<file path="src/rtl/rggen_rtl_pkg.sv">
// Shared register-bus definitions for the rggen RTL slice.
//   rggen_direction          : READ/WRITE encoding of a register-bus transfer
//   RGGEN_* status constants : two-bit response status, bit 1 = error
//   rggen_bus_arbiter_state  : state encoding of rggen_bus_arbiter
package rggen_rtl_pkg;

  typedef enum logic {
    RGGEN_READ  = 1'b0,
    RGGEN_WRITE = 1'b1
  } rggen_direction;

  localparam logic [1:0] RGGEN_OKAY         = 2'b00;
  localparam logic [1:0] RGGEN_EXOKAY       = 2'b01;
  localparam logic [1:0] RGGEN_SLAVE_ERROR  = 2'b10;
  localparam logic [1:0] RGGEN_DECODE_ERROR = 2'b11;

  typedef enum logic {
    IDLE = 1'b0,
    BUSY = 1'b1
  } rggen_bus_arbiter_state;

endpackage

</file>
<file path="src/rtl/rggen_round_robin_selector.sv">
// Combinational round-robin pick.
//   request : one bit per requester
//   last    : index of the previous winner; the scan starts at last+1
//   found   : at least one request is set
//   index   : first requester at or after last+1, wrapping modulo HOSTS
//             (last itself is reached only when nobody else requests)
module rggen_round_robin_selector
  import rggen_rtl_pkg::*;
#(
  parameter int HOSTS       = 2,
  parameter int INDEX_WIDTH = (HOSTS > 1) ? $clog2(HOSTS) : 1
)(
  input  logic [HOSTS-1:0]       request,
  input  logic [INDEX_WIDTH-1:0] last,
  output logic                   found,
  output logic [INDEX_WIDTH-1:0] index
);

  int unsigned            candidate;
  logic [INDEX_WIDTH-1:0] candidate_index;

  always_comb begin
    found           = 1'b0;
    index           = '0;
    candidate       = 0;
    candidate_index = '0;
    for (int i = 1; i <= HOSTS; i++) begin
      candidate       = (int'(last) + i) % HOSTS;
      candidate_index = INDEX_WIDTH'(candidate);
      if (!found && request[candidate_index]) begin
        found = 1'b1;
        index = candidate_index;
      end
    end
  end

endmodule

</file>
<file path="src/rtl/rggen_bus_arbiter.sv">
// Round-robin arbiter sharing one register-block bus between HOSTS host
// adapters. A grant is held from the first BUSY cycle until bus_done.
//
// Optional feature: define RGGEN_BUS_ARBITER_TIMEOUT_EN to compile in a
// watchdog that force-completes a transfer with SLAVE_ERROR status after
// TIMEOUT BUSY cycles without bus_done.
//
// Ports
//   clk, rst_n          : clock, asynchronous active-low reset
//   host_request        : per-host request, held until that host's host_done
//   host_address/direction/write_data/write_strobe : per-host transfer fields
//   host_done           : one-cycle completion pulse to the granted host
//   host_read_data      : read data broadcast (0 outside a completion)
//   host_status         : status broadcast (0 outside a completion)
//   bus_request         : high for every BUSY cycle
//   bus_address/direction/write_data/write_strobe : fields of the granted host
//   bus_done            : completion from the register block
//   bus_read_data       : read data from the register block
//   bus_status          : status from the register block
//   debug_state         : current arbiter state
//
// Handshake: a transfer is offered by bus_request=1 and accepted by
// bus_done=1 in the same cycle; bus_request holds with stable fields until
// then, and host_done mirrors that accepting cycle back to the winner.
module rggen_bus_arbiter
  import rggen_rtl_pkg::*;
#(
  parameter int HOSTS         = 2,
  parameter int ADDRESS_WIDTH = 16,
  parameter int BUS_WIDTH     = 32,
  parameter int TIMEOUT       = 255
)(
  input  logic                                    clk,
  input  logic                                    rst_n,
  input  logic [HOSTS-1:0]                        host_request,
  input  logic [HOSTS-1:0][ADDRESS_WIDTH-1:0]     host_address,
  input  rggen_direction [HOSTS-1:0]              host_direction,
  input  logic [HOSTS-1:0][BUS_WIDTH-1:0]         host_write_data,
  input  logic [HOSTS-1:0][BUS_WIDTH/8-1:0]       host_write_strobe,
  output logic [HOSTS-1:0]                        host_done,
  output logic [BUS_WIDTH-1:0]                    host_read_data,
  output logic [1:0]                              host_status,
  output logic                                    bus_request,
  output logic [ADDRESS_WIDTH-1:0]                bus_address,
  output rggen_direction                          bus_direction,
  output logic [BUS_WIDTH-1:0]                    bus_write_data,
  output logic [BUS_WIDTH/8-1:0]                  bus_write_strobe,
  input  logic                                    bus_done,
  input  logic [BUS_WIDTH-1:0]                    bus_read_data,
  input  logic [1:0]                              bus_status,
  output rggen_bus_arbiter_state                  debug_state
);

  localparam int INDEX_WIDTH = $clog2(HOSTS);

  if (HOSTS < 2 || HOSTS > 8) begin : g_hosts_range
    $error("rggen_bus_arbiter: HOSTS must be in 2..8");
  end
  if (TIMEOUT < 1 || TIMEOUT > 65535) begin : g_timeout_range
    $error("rggen_bus_arbiter: TIMEOUT must be in 1..65535");
  end

  rggen_bus_arbiter_state state;
  rggen_bus_arbiter_state state_next;
  logic [INDEX_WIDTH-1:0] grant;
  logic [INDEX_WIDTH-1:0] last;
  logic                   select_found;
  logic [INDEX_WIDTH-1:0] select_index;
  logic                   timeout;

  rggen_round_robin_selector #(
    .HOSTS       (HOSTS),
    .INDEX_WIDTH (INDEX_WIDTH)
  ) u_selector (
    .request (host_request),
    .last    (last),
    .found   (select_found),
    .index   (select_index)
  );

`ifdef RGGEN_BUS_ARBITER_TIMEOUT_EN
  localparam int TIMER_WIDTH = $clog2(TIMEOUT + 1);

  logic [TIMER_WIDTH-1:0] timer;

  // Held at zero through IDLE so every BUSY period starts counting from 0;
  // the comparison value makes bus_request last exactly TIMEOUT cycles.
  always_ff @(posedge clk or negedge rst_n) begin
    if (!rst_n) begin
      timer <= '0;
    end else if (state == IDLE) begin
      timer <= '0;
    end else if (!bus_done) begin
      timer <= timer + 1'b1;
    end
  end

  assign timeout = (state == BUSY) && !bus_done &&
                   (timer == TIMER_WIDTH'(TIMEOUT - 1));
`else
  assign timeout = 1'b0;
`endif

  // Reset leaves last at HOSTS-1 so the first scan starts at host 0.
  always_ff @(posedge clk or negedge rst_n) begin
    if (!rst_n) begin
      state <= IDLE;
      grant <= '0;
      last  <= INDEX_WIDTH'(HOSTS - 1);
    end else begin
      state <= state_next;
      if (state == IDLE && select_found) begin
        grant <= select_index;
        last  <= select_index;
      end
    end
  end

  // Transfer fields follow grant at all times; only bus_request qualifies them.
  always_comb begin
    bus_address      = host_address[grant];
    bus_direction    = host_direction[grant];
    bus_write_data   = host_write_data[grant];
    bus_write_strobe = host_write_strobe[grant];
  end

  always_comb begin
    state_next     = state;
    bus_request    = 1'b0;
    host_done      = '0;
    host_read_data = '0;
    host_status    = RGGEN_OKAY;
    case (state)
      IDLE: begin
        if (select_found) begin
          state_next = BUSY;
        end
      end
      BUSY: begin
        // A dropped host_request does not cancel the grant: the register
        // block has already seen the transfer and must be allowed to finish.
        bus_request = 1'b1;
        if (bus_done) begin
          host_done[grant] = 1'b1;
          host_read_data   = bus_read_data;
          host_status      = bus_status;
          state_next       = IDLE;
        end else if (timeout) begin
          host_done[grant] = 1'b1;
          host_status      = RGGEN_SLAVE_ERROR;
          state_next       = IDLE;
        end
      end
      default: state_next = IDLE;
    endcase
  end

  assign debug_state = state;

endmodule

</file>
<file path="config.mk">
export PLATFORM = sky130hd
export DESIGN_NAME = rggen_bus_arbiter
export DESIGN_NICKNAME = d
export VERILOG_FILES = /design/src/rtl/rggen_rtl_pkg.sv /design/src/rtl/rggen_round_robin_selector.sv /design/src/rtl/rggen_bus_arbiter.sv
export SDC_FILE = /design/constraint.sdc
export NUM_CORES = 1
export LEC_CHECK = 0
export CORE_AREA = 2 2 92 94
export CTS_CLUSTER_DIAMETER = 150
export DETAILED_ROUTE_END_ITERATION = 8
export DIE_AREA = 0 0 94 96
export PLACE_DENSITY_LB_ADDON = 0.3
export SLEW_MARGIN = 20
export SYNTH_ARGS = -nofsm -noshare
export SYNTH_HDL_FRONTEND = slang
export SYNTH_SLANG_ARGS = --single-unit
</file>
<file path="constraint.sdc">
create_clock -name clk -period 1.1 [get_ports clk]
set_input_delay 0.22 -clock clk [delete_from_list [all_inputs] [get_ports clk]]
set_output_delay 0.22 -clock clk [all_outputs]
set_load 0.01 [all_outputs]
</file>
==> summary.txt <==
Power
  – Internal: 2.92 mW
  – Sequential power share: 4.4%
  – Clk pwr share: around 7.4%
  – Comb pwr share: between 80% and 90%
  – Leak: 1.98 nW
  – Power per cell area: approximately 960 nW/um^2
  – Peak supply drop: 0.601 mV
  – Switching Share: a little under a third
  – Net Switching: roughly 1.3 mW

Critical path
  – Critical Path RT: 0.88 ns
  – Worst R2R Start: grant$_DFFE_PN0P_
  – Worst setup SP type: flop
  – Critical R2R Capture: grant$_DFFE_PN0P_
  – CP Max Fanout: 8
  – R2r setup slk: -0.10 ns
  – Critical Path AT: around 1.4 ns
  – Reg2reg path depth: 4
  – CP Class: flop to output pin
  – Worst setup EP type: output pin

Global route
  – Vias in the first global route: between 1.5k and 2k
  – Initial antenna violation count: 0
  – Total gr overflow: 0
  – First-pass GRT wire length: 9690 um
  – Largest net degree at the start of global routing: 19
  – Total GRT Usage: 13.6%

Cells and area
  – Final instance area: ~4400 sq um
  – Fraction of layout cells with a size suffix above 1: 59.9%
  – # diodes: 0
  – Final net count: 520
  – Synth-to-layout area growth: 271%

Placed design
  – Final HPWL DP: 5190 um
  – Area of placed instances: 3730 sq um
  – Pre-CTS setup slack: -0.761 ns
  – I/O Buffers: 235
  – Gpl congestion: 0.702

Synthesis
  – Synth unique cells: 18
  – Synth Net Count: 259
  – Mapped Avg Cell Area: 10.4 sq um
  – EDFF count, synth: 0
  – Count leader, synth: mux2_4
  – Number of synthesized register bits: 3
  – Ys async rst share: between 90% and 100%
  – Share of the synthesized area in the top cell type: 46.9%
  – Most used flip-flop cell after synthesis: dfrtp_1
  – Ys Warns: 0
  – Area leader, netlist: mux2_4
  – Post-synth top cells: mux2_4 (37), and3_1 (35), mux2_2 (16)
  – Top post-synthesis cells by area: mux2_4 (47%), and3_1 (18%), mux2_2 (15%)
  – Post-synthesis sequential area ratio: roughly 6.4%
  – Post-Syn Area: about 1200 sq um
  – Cells after Synth: 114

Floorplan
  – Chip width: 94 um
  – Initial core utilization: 14.7%
  – Core Rows: 33
  – Io pins: 236
  – Die H: 96 um
  – Core footprint: approximately 8000 sq um
  – Die Area: roughly 9000 sq um

CTS
  – TritonCTS clock tree: done
  – Hold buffers post-CTS: 0
  – CTS Buffer Depth: 2
  – CTS sink cnt: 3
  – Clock transition at path regs: ~0.03 ns
  – CTS buffer count: 3
  – Max H-tree Level: 1
  – Clock Latency Late Sink: 0.21 ns
  – Root buffer cell: clkbuf_8

Status
  – Failing checks: negative setup slack
  – Outcome: finished, violations left

Drt
  – Drt wl/cell: 15.0 um
  – Remaining DRCs: 0
  – Vias per cell: 4.09
  – Post-route ant nets: 0
  – Wirelength, routed: 7160 um
  – Drt first pass iters: 4
  – Initial DRC count: 12
  – DR vias: 1957

Timing
  – Slew Viols, Final: 0
  – Clock Skews: 0.00187 ns
  – Setup TNS: -38.72 ns
  – Setup ws final: -0.494 ns
  – Period utilization: 145%
  – RSZ-0062 raised after global routing: true
  – # setup viols final: 92
  – Final Hold Fails: 0
  – Slew headroom: 88.2%
  – Max Clk Rate: 627 MHz
  – Fin crit period: about 1.6 ns
  – Tightest Pin Transition: 0.176 ns

Min path
  – Worst hold path class: input pin to async pin

Flow run
  – Max cap viols: 0
## worst max path at each step
| stage | to | cells after the start | slack [ns] | from |
|---|---|---|---|---|
| after floorplan | bus_address[12] | 3 | -0.08 | grant$_DFFE_PN0P_ |
| after detailed placement | host_read_data[9] | 4 | -0.76 | bus_done |
| final | bus_write_data[2] | 4 | -0.49 | grant$_DFFE_PN0P_ |
| after global routing | bus_address[11] | 4 | -0.54 | grant$_DFFE_PN0P_ |
| after CTS | bus_write_data[13] | 4 | -0.50 | grant$_DFFE_PN0P_ |
| after global placement | host_read_data[9] | 4 | -0.74 | bus_done |
## worst max-delay path, stage by stage (launching register included)
cell	delay [ns]
dfrtp_2	0.43
buf_6	0.16
buf_16	0.15
mux2_4	0.30
buf_6	0.12
## placed cells by master (no fill, tap or decap), drive strengths merged, types with 2 or more instances in the layout
cell type / Yosys / final
and3: 35 / 35
buf: 8 / 125
clkbuf: 6 / 4
clkdlybuf4s50: 0 / 143
dfrtp: 2 / 2
mux2: 53 / 53
nand2: 2 / 2
## routing by layer
metal  GRT usage, %  vias to the layer above  wire length (um)
met4           1.09                        0                 0
met3           3.60                        0               679
met1           14.7                      892              2520
met5              0                        -                 0
met2           27.3                      116              3960
li1               -                      949                 -
## cells by family (layout without fill, tap and decap cells)
group / after synthesis / after routing / share of synthesized area, %
AO/OA/AOI/OAI: 3 / 3 / 2.22
buffers and inverters: 15 / 275 / 8.56
flip-flops: 3 / 3 / 6.45
multiplexers: 53 / 53 / 62.2
AND/OR/NAND/NOR: 40 / 40 / 20.6
## power by group through the flow
stage / clock network, mW / logic, mW / registers [mW]
after floorplan: 0 / 1.43 / 0.169
after global placement: 0 / 2.92 / 0.185
after detailed placement: 0 / 2.93 / 0.187
after CTS: 0.326 / 3.75 / 0.181
after global routing: 0.344 / 3.95 / 0.193
final: 0.315 / 3.74 / 0.187
## metrics by stage
stage / utilization (%) / hold slack [ns] / power [mW] / cells
after detailed placement: 46.3 / 0.426 / 3.12 / 448
after floorplan: - / -0.0756 / 1.60 / 114
after global placement: 46.3 / 0.417 / 3.11 / 448
final: 54.6 / 0.196 / 4.24 / 479
after global routing: 54.6 / 0.204 / 4.48 / 479
after CTS: 53.3 / 0.199 / 4.26 / 480
## what timing repair did
action,4_1_cts,5_1_grt
pin swaps,8,2
setup buffers,18,1
gates resized for setup,470,30
cloned,11,0
setup endpoints to repair,93,94
## layout make-up
cell class              count  area (sq um)
fillers                   718          3650
well taps                 105           131
clock buffers               4          45.0
inverters                   1          3.75
multi-input cells          96          1210
repair buffers            270          2930
flip-flops and latches      3          78.8
## flip-flops by register name (all words and copies together), names as in the netlist
name,cells
debug_state,1
last,1
grant,1
No activity file was read; power rests on OpenSTA's default activity.
